===== src/rtl/instruction_fetch.sv =====
// Fetch stage: walks the PC, issues one-cycle word reads and buffers {pc, word} in a prefetch FIFO.
// Optional performance counters are built when FETCH_PERF_EN is defined.
module instruction_fetch #(
   parameter logic [31:0] RESET_PC  = 32'h0000_0000,
   parameter logic [31:0] PC_STEP   = 32'd4,
   parameter int unsigned DEPTH     = 4,
   parameter logic [31:0] HALT_WORD = 32'h0000_0000
) (
   input  logic        clk,
   input  logic        reset,
   output logic [31:0] read_address,
   output logic [2:0]  funct3,
   input  logic [31:0] read_data,
   output logic        instr_valid,
   input  logic        instr_ready,
   output logic [31:0] instr_data,
   output logic [31:0] instr_pc,
   input  logic        redirect_valid,
   input  logic [31:0] redirect_pc,
   output logic        halted,
   output logic [31:0] perf_fetched,
   output logic [31:0] perf_stalls
);

   localparam int unsigned AW = (DEPTH > 1) ? $clog2(DEPTH) : 1;
   localparam int unsigned CW = AW + 1;
   localparam logic [CW-1:0] DEPTH_C = CW'(DEPTH);

   typedef enum logic [0:0] {
      ST_RUN  = 1'b0,
      ST_HALT = 1'b1
   } state_t;

   state_t        state_r;
   state_t        state_next_s;
   logic [31:0]   pc_r;
   logic [31:0]   pc_q_r;
   logic          issue_q_r;
   logic          halted_r;
   logic [CW-1:0] count_r;
   logic [CW-1:0] count_next_s;
   logic [CW-1:0] occupancy_s;
   logic [AW-1:0] wr_ptr_r;
   logic [AW-1:0] rd_ptr_r;
   logic [31:0]   data_mem_r [DEPTH];
   logic [31:0]   pc_mem_r   [DEPTH];
   logic          deq_s;
   logic          resp_s;
   logic          push_s;
   logic          halt_seen_s;
   logic          issue_s;

   assign read_address = pc_r;
   assign funct3       = 3'b010;
   assign instr_valid  = (count_r != {CW{1'b0}});
   assign instr_data   = data_mem_r[rd_ptr_r];
   assign instr_pc     = pc_mem_r[rd_ptr_r];
   assign halted       = halted_r;

   // Issue decision, response classification and next-state/occupancy.
   always_comb begin
      deq_s        = instr_valid && instr_ready && !redirect_valid;
      occupancy_s  = count_r + CW'(issue_q_r) - CW'(deq_s);
      // Responses arriving after the halt word are speculative and dropped.
      resp_s       = issue_q_r && !redirect_valid && (state_r == ST_RUN);
      halt_seen_s  = resp_s && (read_data == HALT_WORD);
      push_s       = resp_s && (read_data != HALT_WORD);
      issue_s      = (state_r == ST_RUN) && !redirect_valid && (occupancy_s < DEPTH_C);
      state_next_s = state_r;
      count_next_s = count_r;
      if (redirect_valid) begin
         state_next_s = ST_RUN;
         count_next_s = {CW{1'b0}};
      end else begin
         if (halt_seen_s) begin
            state_next_s = ST_HALT;
         end else begin
            state_next_s = state_r;
         end
         case ({push_s, deq_s})
            2'b10:   count_next_s = count_r + CW'(1'b1);
            2'b01:   count_next_s = count_r - CW'(1'b1);
            default: count_next_s = count_r;
         endcase
      end
   end

   // PC, outstanding-read flag, FSM state and FIFO pointers.
   always_ff @(posedge clk) begin
      if (reset) begin
         pc_r      <= RESET_PC;
         pc_q_r    <= 32'h0000_0000;
         issue_q_r <= 1'b0;
         state_r   <= ST_RUN;
         halted_r  <= 1'b0;
         count_r   <= {CW{1'b0}};
         wr_ptr_r  <= {AW{1'b0}};
         rd_ptr_r  <= {AW{1'b0}};
      end else begin
         state_r  <= state_next_s;
         halted_r <= (state_next_s == ST_HALT);
         count_r  <= count_next_s;
         if (redirect_valid) begin
            pc_r      <= redirect_pc;
            issue_q_r <= 1'b0;
            wr_ptr_r  <= {AW{1'b0}};
            rd_ptr_r  <= {AW{1'b0}};
         end else begin
            issue_q_r <= issue_s;
            if (issue_s) begin
               pc_r   <= pc_r + PC_STEP;
               pc_q_r <= pc_r;
            end
            if (push_s) begin
               wr_ptr_r <= wr_ptr_r + AW'(1'b1);
            end
            if (deq_s) begin
               rd_ptr_r <= rd_ptr_r + AW'(1'b1);
            end
         end
      end
   end

   // FIFO storage; cleared on reset so the head reads zero until filled.
   always_ff @(posedge clk) begin
      if (reset) begin
         for (int unsigned i = 0; i < DEPTH; i++) begin
            data_mem_r[i] <= 32'h0000_0000;
            pc_mem_r[i]   <= 32'h0000_0000;
         end
      end else if (push_s) begin
         data_mem_r[wr_ptr_r] <= read_data;
         pc_mem_r[wr_ptr_r]   <= pc_q_r;
      end
   end

`ifdef FETCH_PERF_EN
   logic [31:0] perf_fetched_r;
   logic [31:0] perf_stalls_r;

   // Saturating accepted-instruction and RUN-starvation counters.
   always_ff @(posedge clk) begin
      if (reset) begin
         perf_fetched_r <= 32'h0000_0000;
         perf_stalls_r  <= 32'h0000_0000;
      end else begin
         if (deq_s && (perf_fetched_r != 32'hFFFF_FFFF)) begin
            perf_fetched_r <= perf_fetched_r + 32'd1;
         end
         if ((state_r == ST_RUN) && !instr_valid && (perf_stalls_r != 32'hFFFF_FFFF)) begin
            perf_stalls_r <= perf_stalls_r + 32'd1;
         end
      end
   end

   assign perf_fetched = perf_fetched_r;
   assign perf_stalls  = perf_stalls_r;
`else
   assign perf_fetched = 32'h0000_0000;
   assign perf_stalls  = 32'h0000_0000;
`endif

   instruction_fetch_checker #(.DEPTH(DEPTH), .CW(CW)) u_checker (
      .clk   (clk),
      .reset (reset),
      .count (count_r)
   );

endmodule

// Occupancy bound for the prefetch FIFO.
module instruction_fetch_checker #(
   parameter int unsigned DEPTH = 4,
   parameter int unsigned CW    = 3
) (
   input logic          clk,
   input logic          reset,
   input logic [CW-1:0] count
);

   localparam logic [CW-1:0] DEPTH_C = CW'(DEPTH);

   a_count_bound: assert property (@(posedge clk) disable iff (reset) (count <= DEPTH_C));

endmodule


===== config.mk =====
export PLATFORM = sky130hd
export DESIGN_NAME = instruction_fetch
export DESIGN_NICKNAME = d
export VERILOG_FILES = /design/src/rtl/instruction_fetch.sv
export SDC_FILE = /design/constraint.sdc
export NUM_CORES = 1
export LEC_CHECK = 0
export ABC_AREA = 1
export BUFFER_PORTS_ARGS = -buffer_cell sky130_fd_sc_hd__clkbuf_2
export CORE_UTILIZATION = 35
export DETAILED_ROUTE_END_ITERATION = 10
export PLACE_DENSITY = 0.5
export SLEW_MARGIN = 20
export SYNTH_ARGS = -nofsm -noshare
export SYNTH_HDL_FRONTEND = slang
export SYNTH_SLANG_ARGS = --single-unit

===== constraint.sdc =====
create_clock -name clk -period 8.53 [get_ports clk]
set_input_delay 0 -clock clk [delete_from_list [all_inputs] [get_ports clk]]
set_output_delay 0 -clock clk [all_outputs]
set_load 0.01 [all_outputs]

# Word level (Yosys, flattened, before mapping)
# Memory sizes are Yosys's and may differ from the RTL's. A register that Yosys moved wholly into a read port is not among the register bits.
# Index checks and enable logic that the tools add are counted.
classes:
  add_sub_neg: 7
  magnitude_cmp: 1
  n_eq_ne: 2
  n_mux: 18
  n_bitwise: 2
  n_reduce_logical: 18
ops:
  columns: ["operator", "count"]
  rows:
  - ["32-bit two-way mux", 4]
  - ["32-bit OR reduction", 2]
  - ["32-bit by 3-bit adder with 32-bit output, second input constant", 1]
  - ["32-bit zero test", 1]
  - ["32-bit nonzero test", 1]
  - ["2-bit two-way mux", 6]
  - ["1-bit logical AND", 8]
  - ["1-bit two-way mux", 7]
  - ["3-bit case mux with 2 select lines", 1]
  - ["2-bit by 1-bit adder with 2-bit output, second input constant", 2]
  - ["2-bit nonzero test", 2]
  - ["3-bit by 1-bit adder with 3-bit output", 1]
  - ["3-bit by 1-bit adder with 3-bit output, second input constant", 1]
  - ["3-bit < comparator, second input constant", 1]
  - ["3-bit nonzero test", 1]
  - ["3-bit by 1-bit subtractor with 3-bit output", 1]
  - ["3-bit by 1-bit subtractor with 3-bit output, second input constant", 1]
  - ["2-bit by 1-bit equality test with 1-bit output, second input constant", 1]
  - ["2-bit equality test, second input constant", 1]
  - ["1-bit inverter", 2]
  - ["2-bit AND reduction", 1]
  - ["2-bit OR reduction", 1]
  - ["1-bit zero test", 1]
totals:
  ff_bits: 73
  ramBits: 256
  input_bits: 68
  output_inout_bits: 165
  wordCells: 57
  mem_count: 2
mem_list:
  columns: ["name", "depth", "word_bits", "read_ports", "rd_clocked_by_memory_dff", "write_ports", "line", "text"]
  rows:
  - ["data_mem_r", 4, 32, 1, 1, 4, "45", "logic [31:0] data_mem_r [DEPTH];"]
  - ["pc_mem_r", 4, 32, 1, 1, 4, "46", "logic [31:0] pc_mem_r [DEPTH];"]

# Depth between registers and ports, before layout
# Gate-level depths: netlist of run 1.
logic_depth:
  depth_word: 9
  depth_mapped: 17
  mapped_depth_nobuf: 16

# Worst setup path after synthesis of run 1
# OpenSTA, ideal clock, no wires.
synth_path:
  path_kind: "register to register"
  from: "reg, netlist name halted"
  to: "mem data_mem_r[3][0] (enable)"
  setup_ns: 0.574
  arrival_time_ns: 5.481
  t_required_ns: 7.956
  slack_ns: 2.474
  path_stages_with_launch: 7
  n_path_buf: 1
  period_less_slack_ns: 6.056
  cell_sequence: "dfxtp_1 nor2_4 nand2_2 nor2_8 buf_8 nand2_1 o21ai_0"
synth_rtl:
  columns: ["element", "line"]
  rows:
  - ["end, declared", "45"]

# Final worst setup path of run 1
layout_path:
  from: "in redirect_valid"
  to: "reg pc_r[24], in the netlist read_address[24]"
layout_between:
  elab_chain_len: 6
  elab_cells_between_ends: 8
  cone_classes: "1 x add/sub; 1 x order compare; 1 x mux; 5 x reduce/logical"
layout_rtl:
  columns: ["element", "line", "text"]
  rows:
  - ["start, declared", "18", "input logic redirect_valid,"]
  - ["1-bit zero test", "62", "deq_s = instr_valid && instr_ready && !redirect_valid;"]
  - ["1-bit logical AND", "62", null]
  - ["net deq_s", "47", "logic deq_s;"]
  - ["3-bit by 1-bit subtractor with 3-bit output", "63", "occupancy_s = count_r + CW'(issue_q_r) - CW'(deq_s);"]
  - ["3-bit < comparator", "68", "issue_s = (state_r == ST_RUN) && !redirect_valid && (occupancy_s < DEPTH_C);"]
  - ["1-bit logical AND", "68", null]
  - ["2-bit nonzero test (no line)", null, null]
  - ["end signal, assigned", "104", "pc_r <= redirect_pc;"]
  - ["end signal, assigned", "111", "pc_r <= pc_r + PC_STEP;"]
  - ["end, declared", "36", "logic [31:0] pc_r;"]
# The timed path passes the listed nets, and every way through them passes these cells.
# A chain may end at the register's enable or synchronous reset.

==> flow_summary.yaml, run 1 <==
global_routing:
  grt.overflow.total: 0
  antenna_found_initial: 0
  grt_use_met3: 0.0283
  use_met2: 0.323
  busiest_layer: "met2"
  grt_pass1_vias: 11800
  grt_max_degree: 81
  grt_pass1_wl_um: 68600
  grtUsageMet1: 0.253
  grtUsageTotal: 0.191
setup_path:
  endpoint_kind: "flip-flop"
  start_kind: "primary input"
  reg2reg_slack_ns: 4.80
  r2r_end: "read_address[24]$_SDFFE_PP0P_"
  regToRegStartpoint: "count_r[1]$_SDFFE_PP0P_"
  cp.arrival_ns: 4.29
  path_max_fanout: 54
  critical_path_required_ns: 8.96
  path_class: "in -> reg"
  reg2reg_depth: 18
logic_synthesis:
  synth-edff-count: 256
  synth-adder-area-share: 0.00437
  postSynthCellCount: 1680
  seq_area_frac_synth: 0.574
  synth.distinct_cells: 39
  syn_avg_cell_area_um2: 9.54
  yosys_most_used_dff: "edfxtp_1"
  async_reset_ff_frac: 0
  synth_top_family_by_area: "simple AND/OR/NAND/NOR gates"
  synth_compound_area_frac: 0.102
  yosys_warnings: 0
  synth_seq_cells: 331
  muxShareOfSynthArea: 0
  syn_area_um2: 16000
  yosys.area_share.simple: 0.214
  synth-xor-area-share: 0.00547
power_and_ir_drop:
  p_total_mw: 3.73
  ir_drop_v: 0.000120
  powerDensity_nw_per_um2: 195
  leakagePower_nw: 7.72
clock_tree:
  cts_tree: "built"
  clk_latency_ns: 0.55
  cts.sinks: 331
  numCtsBuffers: 39
  cts-root-buf: "clkbuf_16"
  clockBufferDepth: 3
  post-cts-setup-buffers: 0
  path_clk_slew_ns: 0.06
  htreeDepth: 2
  cts_resized: 0
sta:
  worst_pin_slew_ns: 1.06
  hold_ws_ns: 0.125
  min_period_over_period: 0.452
  grt_setup_unrepaired: "no"
  finalSetupTns_ns: 0
  setup_viol_count_final: 0
  slew_viol_final: 0
  fmax_ghz: 0.260
  period_minus_slack_ns: 3.85
  clock_skew_ns: 0.0168
  maxSlewHeadroom: 0.292
  hold_viol: 0
final_layout:
  register_area_um2: 9190
  fill_cells: 4494
  multiInputGateArea_um2: 5530
  area_growth_pct: 19.2
  nets: 1962
  drive_gt1_frac: 0.204
detailed_routing:
  via_per_inst: 4.82
  dr.pass1.iters: 5
  vias: 12100
  drc: 0
  drt-initial-drc-count: 692
  postRouteAntennaNets: 0
  wirelength_um: 44900
  wl_per_cell_um: 17.8
floorplanning:
  start_util: 0.354
  die_area_um2: 46600
  row_count: 78
  die_w_um: 216
  die-height_um: 216
  coreArea_um2: 45300
  ios: 233
place:
  port_buffers: 165
  place_congestion: 0.815
  hpwl_um: 26100
min_path:
  hold_start: "redirect_valid"
  min_path_type: "in -> reg"
  whs_endpoint: "read_address[1]$_SDFFE_PP0P_"
  holdPathStages: 4
status:
  status: "finished clean"
run:
  drv_cap: 0
[cell type report]
class / instances / share of cell area
antenna: 1 / 0.000131
clock buffer: 59 / 0.0594
clock inverter: 10 / 0.00360
inverter: 158 / 0.0316
multi-input combinational: 1090 / 0.289
sequential: 331 / 0.481
tap: 600 / 0.0393
timing repair buffer: 269 / 0.0953
[layer usage]
layer	wire [um]	share of wire
met5	0	0
met1	20300	0.45
met4	957	0.021
met3	2240	0.050
met2	21400	0.48
[through the flow]
step,instance area (um2),worst slack (ns),util,cells
after detailed placement,17000,4.65,0.376,2363
final,19100,4.68,0.422,2518
after CTS,19100,4.69,0.422,2517
after global routing,19100,4.28,0.422,2517
after floorplan,16300,2.47,-,1745
after global placement,17000,4.82,0.376,2363
[state kept, by name (all words and copies together), names as in the netlist, named ones only]
| name | count |
|---|---|
| issue_q_r | 1 |
| rd_ptr_r | 2 |
| halted | 1 |
| data_mem_r | 128 |
| read_address | 32 |
| count_r | 3 |
| wr_ptr_r | 2 |
| pc_q_r | 32 |
| pc_mem_r | 128 |
[placed cells by master (no fill, tap or decap), types with 2 or more instances in the layout]
cell type and n:
nand4_1 3, clkinv_2 5, o21ai_0 167, clkbuf_2 165, clkbuf_16 41, xnor2_1 5
inv_2 34, nand3_2 5, nand2_1 158, o22ai_1 64, nand3_1 92, buf_4 19
dfxtp_1 73, nand2_4 2, o21a_1 2, xor2_1 5, nor2_1 335, clkbuf_8 4
clkbuf_1 14, conb_1 67, inv_1 118, nor2_4 6, nand3_4 29, ha_1 4
a21boi_1 3, inv_4 2, dlygate4sd3_1 85, nor2_2 64, nand2_2 6, o21ai_4 3
a21oi_1 58, clkinv_1 7, edfxtp_1 256, o21ai_1 2, o21bai_1 4
[critical path, cell delays in order]
cell	delay, ns
clkbuf_2	0.08
buf_4	0.24
inv_1	0.63
nand2_1	0.22
nor2_1	0.29
ha_1	0.19
inv_1	0.04
ha_1	0.26
nand3_1	0.11
nand2_1	0.08
nand2_1	0.08
nand3_4	0.30
buf_4	0.55
inv_4	0.25
nand2_1	0.14
nor2_1	0.04
nor2_1	0.08
nor2_1	0.05
dlygate4sd3_1	0.58
[Yosys cell counts, types with 3 or more instances]
master / instances / share of area
nor2_1: 335 / 0.078
dfxtp_1: 75 / 0.094
a21oi_1: 58 / 0.018
xnor2_1: 5 / 0.0027
nand3_1: 92 / 0.029
nor2_4: 6 / 0.0042
nand2_2: 6 / 0.0023
buf_4: 70 / 0.033
nand4_1: 3 / 0.0012
buf_1: 4 / 0.00094
buf_12: 3 / 0.0037
ha_1: 4 / 0.0031
o21bai_1: 4 / 0.0019
clkbuf_1: 62 / 0.015
nand3_2: 5 / 0.0031
o21ai_0: 170 / 0.053
nor2_2: 64 / 0.025
inv_1: 122 / 0.029
nand3_4: 29 / 0.032
xor2_1: 5 / 0.0027
edfxtp_1: 256 / 0.48
buf_6: 4 / 0.0028
a21boi_1: 3 / 0.0014
inv_2: 33 / 0.0077
buf_2: 22 / 0.0069
nand2_1: 160 / 0.037
o22ai_1: 64 / 0.025
[cells by family (layout without fill, tap and decap cells)]
family          count (synthesis)  count (layout)
xor+xnor                       10              10
flops                         331             331
other cells                     2              68
fa+ha+maj                       5               5
simple gates                  703             703
buf+inv                       324             496
compound gates                305             305
[timing repair]
action	in CTS	in global routing
endpoints found under the hold margin	167	0
endpoints found under the setup margin	0	0
hold buffers	85	0
[report_power, final]
group          switching [mW]  total [mW]  internal (mW)
registers              0.0477        1.85           1.80
logic                   0.188       0.287         0.0991
clock network           0.645        1.59          0.943
total                   0.880        3.73           2.85
[how the worst max path moves through the flow]
stage               depth (start not counted)                start                             to
finish                                     19       redirect_valid  read_address[24]$_SDFFE_PP0P_
CTS                                        19       redirect_valid  read_address[28]$_SDFFE_PP0P_
global placement                           18       redirect_valid  read_address[24]$_SDFFE_PP0P_
detailed placement                         18       redirect_valid  read_address[28]$_SDFFE_PP0P_
floorplan                                   6  halted$_SDFFE_PP0P_     data_mem_r[3][0]$_DFFE_PP_
global route                               19       redirect_valid  read_address[28]$_SDFFE_PP0P_
Power figures use the tool's default switching activity.
==> run 2, diff against run 1 <==
PLACE_DENSITY = 0.52   (was 0.5)
clock period = 3.4 ns   (was 8.53 ns; I/O delays follow)
==> run 2 against run 1 <==
Effect of this change: final cell count shrank 0.32%; clock power grew to 2.5 times the previous value; cell area shrank 0.20%; critical path depth shrank 2; count of clock-buffer cells in the layout shrank 8; die area is the same.
==> flow_summary.yaml, run 2 (synthesis gave the netlist of run 1 again) <==
global_routing:
  grt_max_degree: 112
  grt_pass1_vias: 11600
  grt.overflow.total: 0
  grt_pass1_wl_um: 67800
  antenna_found_initial: 1
  grtUsageTotal: 0.187
min_path:
  whs_endpoint: "read_address[28]$_SDFFE_PP0P_"
  holdPathStages: 3
  hold_start: "reset"
  min_path_type: "in -> reg"
power_and_ir_drop:
  internal_power_mw: 7.13
  p_clk_frac: 0.429
  combPwrFrac: 0.076
  powerDensity_nw_per_um2: 492
  leakagePower_nw: 7.70
  switching_share: 0.239
  switching_power_mw: 2.24
  power_frac_seq: 0.495
  ir_drop_v: 0.000286
sta:
  setup_ws_ns: 0.294
  hold_viol: 0
  slew_viol_final: 0
  fmax_ghz: 0.322
  clock_skew_ns: 0.0194
  worst_pin_slew_ns: 1.13
  maxSlewHeadroom: 0.249
  min_period_over_period: 0.913
  period_minus_slack_ns: 3.11
  grt_setup_unrepaired: "no"
  setup_viol_count_final: 0
detailed_routing:
  postRouteAntennaNets: 0
  wl_per_cell_um: 17.5
  dr.pass1.iters: 7
  vias: 12000
  wirelength_um: 43900
  via_per_inst: 4.77
  drt-initial-drc-count: 677
  drc: 0
final_layout:
  drive_gt1_frac: 0.215
  nets: 1955
  area_growth_pct: 19.0
  fill_cells: 4506
  top_regs: "data_mem_r: 128 flops, pc_mem_r: 128 flops"
  n_antenna_cell: 0
  final_util: 0.421
  layout_commonest_cell: "nor2_1"
  layout_common_cells: "nor2_1, edfxtp_1, o21ai_0"
clock_tree:
  htreeDepth: 2
  numCtsBuffers: 38
  clockBufferDepth: 3
  path_clk_slew_ns: 0.06
  clk_latency_ns: 0.55
  cts.sinks: 331
  cts-root-buf: "clkbuf_16"
  cts_tree: "built"
setup_path:
  path_class: "reg -> reg"
  path_common_cell: "nand2_1"
  cp.arrival_ns: 3.55
  critical_path_required_ns: 3.84
  endpoint_kind: "flip-flop"
  reg2reg_depth: 17
  crit_family: "simple AND/OR/NAND/NOR gates"
  worst-path-buf-inv: 4
  reg2reg_slack_ns: 0.29
  critPathLaunch: "count_r[1]$_SDFFE_PP0P_"
  path_max_fanout: 29
  start_kind: "flip-flop"
  regToRegStartpoint: "count_r[1]$_SDFFE_PP0P_"
  cp.depth: 17
  crit_slowest_cell: "dlygate4sd3_1"
  r2r_end: "read_address[29]$_SDFFE_PP0P_"
  cp_cell_sequence: "inv_2 > nand2_1 > nor2_1 > nor2_2 > ha_1 > inv_1 > ha_1 > nand3_1 > nand2_1 > nand2_1 > nand3_4 > buf_4 > nand3_1 > nand2_1 > nor2_1 > nor2_1 > dlygate4sd3_1"
  slowest_delay_ns: 0.56
floorplanning:
  die_area_um2: 46600
  row_count: 78
  start_util: 0.354
  ios: 233
  coreArea_um2: 45300
  die_w_um: 216
  die-height_um: 216
place:
  hpwl_um: 25800
  port_buffers: 165
  place_ws_ns: 0.558
  place_congestion: 0.801
status:
  status: "finished clean"
run:
  drv_cap: 0
==> run 2: cell count changes in the layout (fill, tap and decap cells not counted), sizes merged, moves of 2 or more <==
cell,delta
clkbuf,-8
inv,+2
clkinv,+2
buf,+11
clkinvlp,+2
dlygate4sd3,-18
==> run 2: routing by layer <==
| layer | up-vias | part of all wire | GRT usage |
|---|---|---|---|
| met4 | 2 | 0.021 | 0.0507 |
| met5 | - | 0.00018 | 0 |
| met1 | 5715 | 0.44 | 0.242 |
| met2 | 295 | 0.49 | 0.318 |
| li1 | 5899 | - | - |
| met3 | 63 | 0.049 | 0.0362 |
==> run 2: layout make-up <==
type                            instances  area, um2  area share
Clock buffer                           51       1070      0.0562
Clock inverter                         17        138     0.00722
Inverter                              158        609      0.0320
Multi-Input combinational cell       1091       5540       0.291
Sequential cell                       331       9190       0.482
Tap cell                              600        751      0.0394
Timing Repair Buffer                  262       1760      0.0923
==> run 2: worst min-delay path, cell delays in order <==
cell      delay, ns
clkbuf_2       0.12
buf_4          0.25
nor2_1         0.14
==> run 2: power by group through the flow <==
| stage | Clock [mW] | Sequential (mW) | Combinational, mW |
|---|---|---|---|
| floorplan | 0 | 4.71 | 0.447 |
| global placement | 0 | 4.72 | 0.650 |
| detailed placement | 0 | 4.73 | 0.655 |
| finish | 4.02 | 4.64 | 0.712 |
| CTS | 4.11 | 4.64 | 0.718 |
| global route | 4.26 | 4.66 | 0.788 |
==> run 2: per-stage QoR <==
stage | setup TNS, ns | hold WS (ns) | instances | area, um2 | power [mW]
after global placement | 0 | 0.223 | 2370 | 17100 | 5.37
final | 0 | 0.0265 | 2510 | 19100 | 9.37
after global routing | 0 | 0.0232 | 2510 | 19100 | 9.70
after floorplan | -95.38 | 0.135 | 1745 | 16300 | 5.16
after detailed placement | 0 | 0.234 | 2370 | 17100 | 5.38
after CTS | 0 | 0.00582 | 2505 | 19000 | 9.46
==> run 2: how the worst max path moves through the flow <==
stage	end	slack, ns
floorplan	data_mem_r[2][0]$_SDFFCE_PN0P_	-0.75
global placement	read_address[4]$_SDFFE_PP0P_	0.63
detailed placement	read_address[27]$_SDFFE_PP0P_	0.56
CTS	read_address[29]$_SDFFE_PP0P_	0.06
global route	read_address[24]$_SDFFE_PP0P_	0.09
finish	read_address[29]$_SDFFE_PP0P_	0.29
==> run 2: repair_timing <==
action / in CTS / in global routing
endpoints found under the hold margin: 164 / 0
hold buffers: 67 / 0
endpoints found under the setup margin: 0 / 2
gates resized for setup: 0 / 2
setup buffers: 0 / 4
==> run 3, diff against run 2 <==
ABC_AREA = 0   (was 1)
PLACE_DENSITY = 0.53   (was 0.52)
==> run 3 against run 2 <==
Effect of this change: critical path depth decreased by 5; final cell count shrank 23%; fmax grew 0.22%; hold slack improved by 0.029 ns; synthesized cell count decreased by 32%; flip-flop and latch count stayed put; critical endpoint is now read_address[13]$_SDFFE_PP0P_.
==> flow_summary.yaml, run 3 <==
detailed_routing:
  wirelength_um: 38500
  via_per_inst: 5.03
  dr.pass1.iters: 4
  postRouteAntennaNets: 0
  vias: 9750
  wl_per_cell_um: 19.8
  drc: 0
  drt-initial-drc-count: 565
logic_synthesis:
  synth_top_area_frac: 0.511
  async_reset_ff_frac: 0
  yosysTopAreaCell: "edfxtp_1"
  seq_area_frac_synth: 0.611
  synth_common_cells: "edfxtp_1, and2_1, nand2_1"
  synth-edff-count: 256
  synth.distinct_cells: 57
  syn_avg_cell_area_um2: 13.1
  synth_seq_cells: 331
  yosysMostFrequentCell: "edfxtp_1"
  ys_top_cells_by_area: "edfxtp_1, dfxtp_1, mux4_2"
  syn_area_um2: 15000
  yosys_most_used_dff: "edfxtp_1"
  yosys_warnings: 0
  postSynthCellCount: 1149
setup_path:
  cp.arrival_ns: 3.56
  critical_path_required_ns: 3.86
  slowest_delay_ns: 0.41
  path_class: "reg -> reg"
  worst-path-buf-inv: 3
  crit_slowest_cell: "or3_1"
  crit_family: "simple AND/OR/NAND/NOR gates"
  endpoint_kind: "flip-flop"
  start_kind: "flip-flop"
  cp_cell_sequence: "or3_1 > and3_1 > ha_1 > inv_1 > ha_1 > and3b_1 > nor4b_4 > buf_4 > or2_2 > buf_4 > o21ai_0 > a31oi_1"
  path_max_fanout: 18
place:
  hpwl_um: 22900
  dp_cells: 1801
  port_buffers: 165
  place_ws_ns: 0.113
  place_congestion: 0.848
global_routing:
  grt_pass1_vias: 10100
  grt_use_met3: 0.0347
  grt_pass1_wl_um: 59400
  grt.overflow.total: 0
  grtUsageTotal: 0.178
  grtUsageMet1: 0.240
  antenna_found_initial: 0
  use_met2: 0.298
  grt_max_degree: 75
  busiest_layer: "met2"
floorplanning:
  row_count: 75
  start_util: 0.357
  coreArea_um2: 42100
  ios: 233
  die_w_um: 209
  die_area_um2: 43800
  die-height_um: 209
final_layout:
  multiInputGateArea_um2: 5310
  area_growth_pct: 21.1
  layout_commonest_cell: "edfxtp_1"
  drive_gt1_frac: 0.235
  top_regs: "data_mem_r: 128 flops, pc_mem_r: 128 flops"
  nets: 1441
  register_area_um2: 9200
  final_util: 0.432
  layout.cells.non_filler: 1938
  fill_cells: 3869
  layout_common_cells: "edfxtp_1, and2_1, clkbuf_2"
run:
  drv_cap: 0
sta:
  grt_setup_unrepaired: "no"
  setup_viol_count_final: 0
  min_period_over_period: 0.911
  clock_skew_ns: 0.0102
  maxSlewHeadroom: 0.287
  worst_pin_slew_ns: 1.07
  slew_viol_final: 0
  fmax_ghz: 0.323
  period_minus_slack_ns: 3.10
  finalSetupTns_ns: 0
  hold_viol: 0
  setup_ws_ns: 0.301
power_and_ir_drop:
  combPwrFrac: 0.064
  ir_drop_v: 0.000339
  p_clk_frac: 0.443
  power_frac_seq: 0.494
  switching_power_mw: 2.07
  leakagePower_nw: 6.97
  internal_power_mw: 7.26
  powerDensity_nw_per_um2: 512
  switching_share: 0.222
min_path:
  min_path_type: "in -> reg"
status:
  status: "finished clean"
clock_tree:
  cts_tree: "built"
  cts-root-buf: "clkbuf_16"
  clk_latency_ns: 0.53
  clockBufferDepth: 3
  path_clk_slew_ns: 0.06
  htreeDepth: 2
  cts.sinks: 331
  numCtsBuffers: 38
[run 3: path summary, 6_finish.rpt]
path / endpoint / slack, ns / depth (start not counted) / start
setup / recovery: read_address[13]$_SDFFE_PP0P_ / 0.30 / 12 / count_r[2]$_SDFFE_PP0P_
hold / removal: flip-flop / 0.06 / 4 / instr_ready
hold reg to reg: pc_q_r[22]$_SDFFE_PP0P_ / 0.49 / 2 / pc_q_r[22]$_SDFFE_PP0P_
setup reg to reg: read_address[13]$_SDFFE_PP0P_ / 0.30 / 12 / count_r[2]$_SDFFE_PP0P_
[run 3: stage by stage]
step                      power, mW  hold WS, ns  area (um2)
after floorplan                5.01        0.147       15300
after global placement         5.23        0.242       16300
after detailed placement       5.23        0.241       16300
after CTS                      9.44       0.0209       18200
after global routing           9.65       0.0729       18200
final                          9.33       0.0560       18200
[run 3: cell type report]
cell class / count / area share
Sequential cell: 331 / 0.505
Multi-Input combinational cell: 730 / 0.292
Inverter: 11 / 0.00227
Tap cell: 539 / 0.0370
Timing Repair Buffer: 256 / 0.0953
Antenna cell: 1 / 0.000137
Clock inverter: 16 / 0.00961
Clock buffer: 54 / 0.0592
[run 3: power by group through the flow]
stage | sequential, mW | combinational (mW) | clock [mW]
after floorplan | 4.67 | 0.346 | 0
after global routing | 4.63 | 0.648 | 4.38
final | 4.61 | 0.593 | 4.13
after CTS | 4.61 | 0.603 | 4.23
after global placement | 4.69 | 0.537 | 0
after detailed placement | 4.69 | 0.541 | 0
[run 3: repair_timing]
| action | CTS | global route |
|---|---|---|
| gates resized for setup | 0 | 1 |
| setup endpoints to repair | 0 | 5 |
| hold buffers | 66 | 0 |
| endpoints found under the hold margin | 160 | 0 |
| setup buffers | 0 | 0 |
[run 3: kinds of logic (layout without fill, tap and decap cells)]
| family | count (synthesis) | in the layout | share of synthesized area |
|---|---|---|---|
| other | 2 | 68 | 0.000499 |
| xor gates and xnor gates | 12 | 12 | 0.00749 |
| DFF | 331 | 331 | 0.611 |
| and+or+nand+nor | 466 | 466 | 0.173 |
| muxes | 66 | 66 | 0.0972 |
| AOI/OAI and AO/OA | 114 | 114 | 0.0500 |
| adders and majority gates | 5 | 5 | 0.00466 |
| buffers and inverters | 153 | 337 | 0.0561 |
[run 3: worst reg2reg max path: cells and delay by family (launching register included)]
family | cells | cell delay [ns]
AND/OR/NAND/NOR | 5 | 1.46
buffers and inverters | 3 | 0.53
adder cells (fa/ha/maj) | 2 | 0.40
flip-flops | 1 | 0.35
AO/OA/AOI/OAI | 2 | 0.29
[run 3: per-layer routing]
layer  vias to the layer above  wire length [um]
met3                        38              1950
li1                       4545                 -
met5                         -                 0
met4                         0               525
met1                      4886             17500
met2                       281             18500
